## config.mk

```make
export PLATFORM = sky130hd
export DESIGN_NAME = branch_target_buffer_2bc
export DESIGN_NICKNAME = d
export VERILOG_FILES = /design/src/rtl/branch_target_buffer_2bc.sv
export SDC_FILE = /design/constraint.sdc
export NUM_CORES = 2
export LEC_CHECK = 0
export CAP_MARGIN = 5
export CELL_PAD_IN_SITES_DETAIL_PLACEMENT = 1
export CELL_PAD_IN_SITES_GLOBAL_PLACEMENT = 1
export CORE_UTILIZATION = 40
export CTS_CLUSTER_SIZE = 12
export DETAILED_ROUTE_END_ITERATION = 8
export PLACE_DENSITY = 0.75
export SYNTH_ARGS = -nofsm -noshare
export SYNTH_HDL_FRONTEND = slang
export SYNTH_SLANG_ARGS = --single-unit
```

## constraint.sdc

```tcl
create_clock -name clk -period 8.9 [get_ports clk]
set_input_delay 1.78 -clock clk [delete_from_list [all_inputs] [get_ports clk]]
set_output_delay 1.78 -clock clk [all_outputs]
set_load 0.01 [all_outputs]
```

## src/rtl/branch_target_buffer_2bc.sv

```systemverilog
// Direct-mapped branch target buffer with per-row 2-bit saturating direction counters.
// Registered one-cycle lookup from the fetch PC; training from the branch-resolve stage.
module branch_target_buffer_2bc #(
    parameter int PC_W    = 64,
    parameter int ENTRIES = 8,
    parameter int IDX_LSB = 2
) (
    input  logic            clk,
    input  logic            rst,
    input  logic            en,
    input  logic            flush,
    input  logic [PC_W-1:0] current_pc,
    input  logic            upd_valid,
    input  logic [PC_W-1:0] upd_pc,
    input  logic [PC_W-1:0] upd_target,
    input  logic            upd_taken,
    input  logic            upd_jump,
    output logic            pred_hit,
    output logic            pred_taken,
    output logic [PC_W-1:0] predicted_pc
);
    localparam int IDX_W = $clog2(ENTRIES);

    logic            valid_r  [ENTRIES];
    logic [PC_W-1:0] tag_r    [ENTRIES];
    logic [PC_W-1:0] target_r [ENTRIES];
    logic [1:0]      ctr_r    [ENTRIES];

    logic [IDX_W-1:0] lk_idx_s;
    logic [IDX_W-1:0] up_idx_s;
    logic             lk_hit_s;
    logic             lk_taken_s;
    logic [PC_W-1:0]  lk_pc_s;
    logic             up_hit_s;
    logic             eff_taken_s;
    logic             wr_en_s;
    logic [PC_W-1:0]  wr_tag_s;
    logic [PC_W-1:0]  wr_target_s;
    logic [1:0]       wr_ctr_s;

    assign lk_idx_s = current_pc[IDX_LSB +: IDX_W];
    assign up_idx_s = upd_pc[IDX_LSB +: IDX_W];

    // Lookup against the array contents as they stand before this edge's write.
    always_comb begin
        lk_hit_s   = valid_r[lk_idx_s] && (tag_r[lk_idx_s] == current_pc);
        lk_taken_s = lk_hit_s && ctr_r[lk_idx_s][1];
        if (lk_taken_s) begin
            lk_pc_s = target_r[lk_idx_s];
        end else begin
            lk_pc_s = {PC_W{1'b0}};
        end
    end

    // Training decision for the single row addressed by the resolved branch.
    always_comb begin
        up_hit_s    = valid_r[up_idx_s] && (tag_r[up_idx_s] == upd_pc);
        eff_taken_s = upd_taken | upd_jump;
        wr_en_s     = 1'b0;
        wr_tag_s    = tag_r[up_idx_s];
        wr_target_s = target_r[up_idx_s];
        wr_ctr_s    = ctr_r[up_idx_s];
        if (upd_valid && !flush) begin
            if (up_hit_s) begin
                wr_en_s = 1'b1;
                if (eff_taken_s) begin
                    wr_target_s = upd_target;
                end else begin
                    wr_target_s = target_r[up_idx_s];
                end
                if (upd_jump) begin
                    wr_ctr_s = 2'd3;
                end else if (upd_taken) begin
                    wr_ctr_s = (ctr_r[up_idx_s] == 2'd3) ? 2'd3 : ctr_r[up_idx_s] + 2'd1;
                end else begin
                    wr_ctr_s = (ctr_r[up_idx_s] == 2'd0) ? 2'd0 : ctr_r[up_idx_s] - 2'd1;
                end
            end else if (eff_taken_s) begin
                // Miss on a taken transfer replaces whatever aliased into the row.
                wr_en_s     = 1'b1;
                wr_tag_s    = upd_pc;
                wr_target_s = upd_target;
                wr_ctr_s    = upd_jump ? 2'd3 : 2'd2;
            end else begin
                wr_en_s = 1'b0;
            end
        end else begin
            wr_en_s = 1'b0;
        end
    end

    // Array storage: reset clears everything, flush drops validity, else one-row write.
    always_ff @(posedge clk) begin
        if (rst) begin
            for (int i = 0; i < ENTRIES; i++) begin
                valid_r[i]  <= 1'b0;
                tag_r[i]    <= {PC_W{1'b0}};
                target_r[i] <= {PC_W{1'b0}};
                ctr_r[i]    <= 2'd0;
            end
        end else if (flush) begin
            for (int i = 0; i < ENTRIES; i++) begin
                valid_r[i] <= 1'b0;
            end
        end else if (wr_en_s) begin
            valid_r[up_idx_s]  <= 1'b1;
            tag_r[up_idx_s]    <= wr_tag_s;
            target_r[up_idx_s] <= wr_target_s;
            ctr_r[up_idx_s]    <= wr_ctr_s;
        end
    end

    // Registered prediction outputs; hold while fetch is stalled.
    always_ff @(posedge clk) begin
        if (rst) begin
            pred_hit     <= 1'b0;
            pred_taken   <= 1'b0;
            predicted_pc <= {PC_W{1'b0}};
        end else if (en) begin
            if (flush) begin
                pred_hit     <= 1'b0;
                pred_taken   <= 1'b0;
                predicted_pc <= {PC_W{1'b0}};
            end else begin
                pred_hit     <= lk_hit_s;
                pred_taken   <= lk_taken_s;
                predicted_pc <= lk_pc_s;
            end
        end
    end
endmodule

```

==> metrics.md <==
| Metric | Value |
|---|---|
| Outcome | complete, no violations |
| Worst-Margin Slew | 1.30 ns |
| Met2 WL | 85,800 um |
| Crit path top cell by count | buf_4 |
| Maximum root-to-sink buffer count | 3 |
| Routed length per instance | 30.9 um |
| Syn-to-layout area delta | 16.9% |
| Routed met3 length | 15,800 um |
| EDFF count, synth | 1,040 |
| Core ar. | 132,000 um2 |
| TritonCTS buffer count | 119 |
| Fmax | 0.140 GHz |
| Clk sinks | 1,114 |
| 1st-iter DRT viols | 4,057 |
| Synth top cells by count | edfxtp_1 (1,040), nor2_1 (536), and2_1 (515), mux4_2 (296), mux2i_1 (249) |
| Most frequent cell after synthesis | edfxtp_1 |
| PostCTS Resize Cnt | 0 |
| Number of global-route vias before repair | 36.9k |
| Req. time, crit path | 9.50 ns |
| Worst-Skew Late Latency | 0.79 ns |
| Via count | 35.2k |
| Final setup TNS | 0 ns |
| Max-slew violations | 0 |
| Final Power | 12.3 mW |
| Layout cells sized above 1 | 0.168 |
| Synth Register Bits | 1,114 |
| Pleak | 21.9 nW |
| Largest net degree at the start of global routing | 94 |
| Yosys warns | 0 |
| Die W | 366 um |
| CP Launch Type | primary input |
| Top cells by area, synth | edfxtp_1 (59%), mux4_2 (13%), and2_1 (6.1%), mux2i_1 (4.7%), nor2_1 (3.8%) |
| # DRC | 0 |
| Max stage delay on crit path | 1.01 ns |
| Post-CTS Setup Bufs | 0 |
| Synthesized cell area | 53,100 um2 |
| DP HPWL | 107,000 um |
| Crit path kind | primary input to flip-flop |
| Slowest stage cell on the critical path | nor4_1 |
| CP max FO | 75 |
| Die H | 366 um |
| Endpoints failing hold | 0 |
| Worst setup EP type | flip-flop |
| Post-synth top area share | 0.588 |
| Tightest Hold Check Type | flip-flop to flip-flop |
| Pwr dens | 198 nW/um2 |
| # Max-Cap Violations | 0 |
| First-pass GRT wire length | 258,000 um |
| Initial core utilization | 0.403 |
| Post-placement cell area | 58,200 um2 |
| Layout Skew | 0.0727 ns |
| Final nets | 4,146 |
| Asr flop ratio synth | 0 |
| TritonCTS clock tree | built |
| WL met1 | 70,000 um |
| Drt first pass iters | 5 |
| WP data arrival | 7.76 ns |
| Num ports | 265 |
| Vias per inst | 6.06 |
| Endpoints failing setup | 0 |
| GP Congestion | 0.863 |
| Fin crit share | 0.804 |
| Cts hold-fix bufs | 0 |
| Num rows | 133 |
| Avg Synthesized Cell Area | 14.3 um2 |
| RSZ-0062 raised after global routing | false |
| Congestion Overflow GR | 0 |
| H-tree levels | 3 |
| Post-route ant nets | 0 |
| PortBufs | 264 |
| CP Cell Sequence | clkbuf_8 -> buf_12 -> and2_1 -> a22o_1 -> a221o_1 -> mux2i_1 -> nor4_1 -> nand3_1 -> or4_1 -> a211oi_2 -> buf_4 -> nand3_4 -> buf_4 -> buf_4 -> nor2_1 |
| GRT Overall Usage | 0.264 |
| Sequential-to-total area share from yosys stat | 0.616 |
| Worst vdd ir | 192 uV |
| CTS clk-pin slew, worst paths | 0.06 ns |
| Area leader, netlist | edfxtp_1 |
| Slew margin rel. | 0.135 |
| Total Wirelength | 179,000 um |
| Mapped Cells | 3,710 |
| DIE AREA | 134,000 um2 |
| Fin area | 62,100 um2 |
| Root cell of the clock tree | clkbuf_16 |
| Commonest register cell after synthesis | edfxtp_1 |
| Final min period | 7.16 ns |
| Initial antenna violation count | 23 |
| Highest metal used | met5 |
| Synth unique cells | 66 |
-- layout make-up --
| cell class | instances | area [um2] |
|---|---|---|
| Antenna cell | 8 | 20.0 |
| Clock buffer | 165 | 3230 |
| Clock inverter | 52 | 613 |
| Fill cell | 13019 | 69600 |
| Inverter | 32 | 120 |
| Multi-Input combinational cell | 2300 | 19400 |
| Sequential cell | 1114 | 32700 |
| Tap cell | 1755 | 2200 |
| Timing Repair Buffer | 380 | 3740 |
-- state kept, by name (all words and copies together), names as in the netlist --
register / count
ctr_r: 16
pred_hit: 1
pred_taken: 1
predicted_pc: 64
tag_r: 512
target_r: 512
valid_r: 8
-- through the flow --
stage	utilization	std cells	worst slack (ns)	hold slack, ns
final	0.471	5806	1.74	0.456
after CTS	0.471	5798	2.09	0.461
after global routing	0.471	5804	1.71	0.473
after detailed placement	0.442	5581	1.32	0.446
after global placement	0.442	5581	1.39	0.432
after floorplan	-	3721	1.71	0.428
-- cell usage in the layout (no fill, tap or decap), types with 9 or more instances in the layout --
cell             Yosys  routed
nor2_1             536     523
nor4_1              18      18
buf_12               0      17
nor3_1              10      10
a221o_1              9       9
mux2i_1            249     249
clkinv_1             0      23
buf_4               10     101
xnor2_1             54      54
clkbuf_1           176      38
inv_1               32      31
nand2_1            133     130
a31oi_1             19      19
nand4_1             11      11
clkbuf_16            0     119
nor2b_1             10       9
o21ai_0             80      80
mux4_2             296     296
mux2_2              56      56
clkinv_2             0      10
xor2_1              42      42
edfxtp_1          1040    1040
and2_1             515     516
a22oi_1             19      19
clkdlybuf4s50_1      0     258
a221oi_1            52      52
o22ai_1             30      30
a21oi_1             25      25
nor2_4               0      10
conb_1               1      12
clkbuf_8             0       9
dfxtp_1             74      74
-- worst max-delay path: cells and delay by family --
family	cells	cell delay (ns)
AO/OA/AOI/OAI	3	0.71
buffers and inverters	5	2.04
multiplexers	1	0.22
AND/OR/NAND/NOR	6	2.87
-- metal layers --
metal	global-route usage	vias up
li1	-	14401
met1	0.349	18472
met2	0.430	1908
met3	0.0434	384
met4	0.112	20
met5	0	-
-- path summary, 6_finish.rpt --
kind         cells past startpoint  slack (ns)              from                to
max                             15        1.74         upd_pc[3]      tag_r[6][43]
min                              2        0.46  predicted_pc[33]  predicted_pc[33]
max reg2reg                     13        3.62      tag_r[2][27]      tag_r[6][43]
min reg2reg                      2        0.46  predicted_pc[33]  predicted_pc[33]
-- report_power, final --
group	switching, mW	internal, mW
combinational	0.792	0.504
sequential	0.0963	5.95
clock	2.18	2.77
total	3.07	9.23
-- logic make-up (layout without fill, tap and decap cells) --
family	after synthesis	after routing	synth area share
adders and majority gates	1	1	0.000189
AOI/OAI and AO/OA	287	287	0.0373
other	1	20	0.0000707
and+or+nand+nor	1303	1303	0.122
DFF	1114	1114	0.616
buffers and inverters	307	629	0.0234
muxes	601	601	0.184
xor gates and xnor gates	96	96	0.0158
No activity file was read; power rests on OpenSTA's default activity.
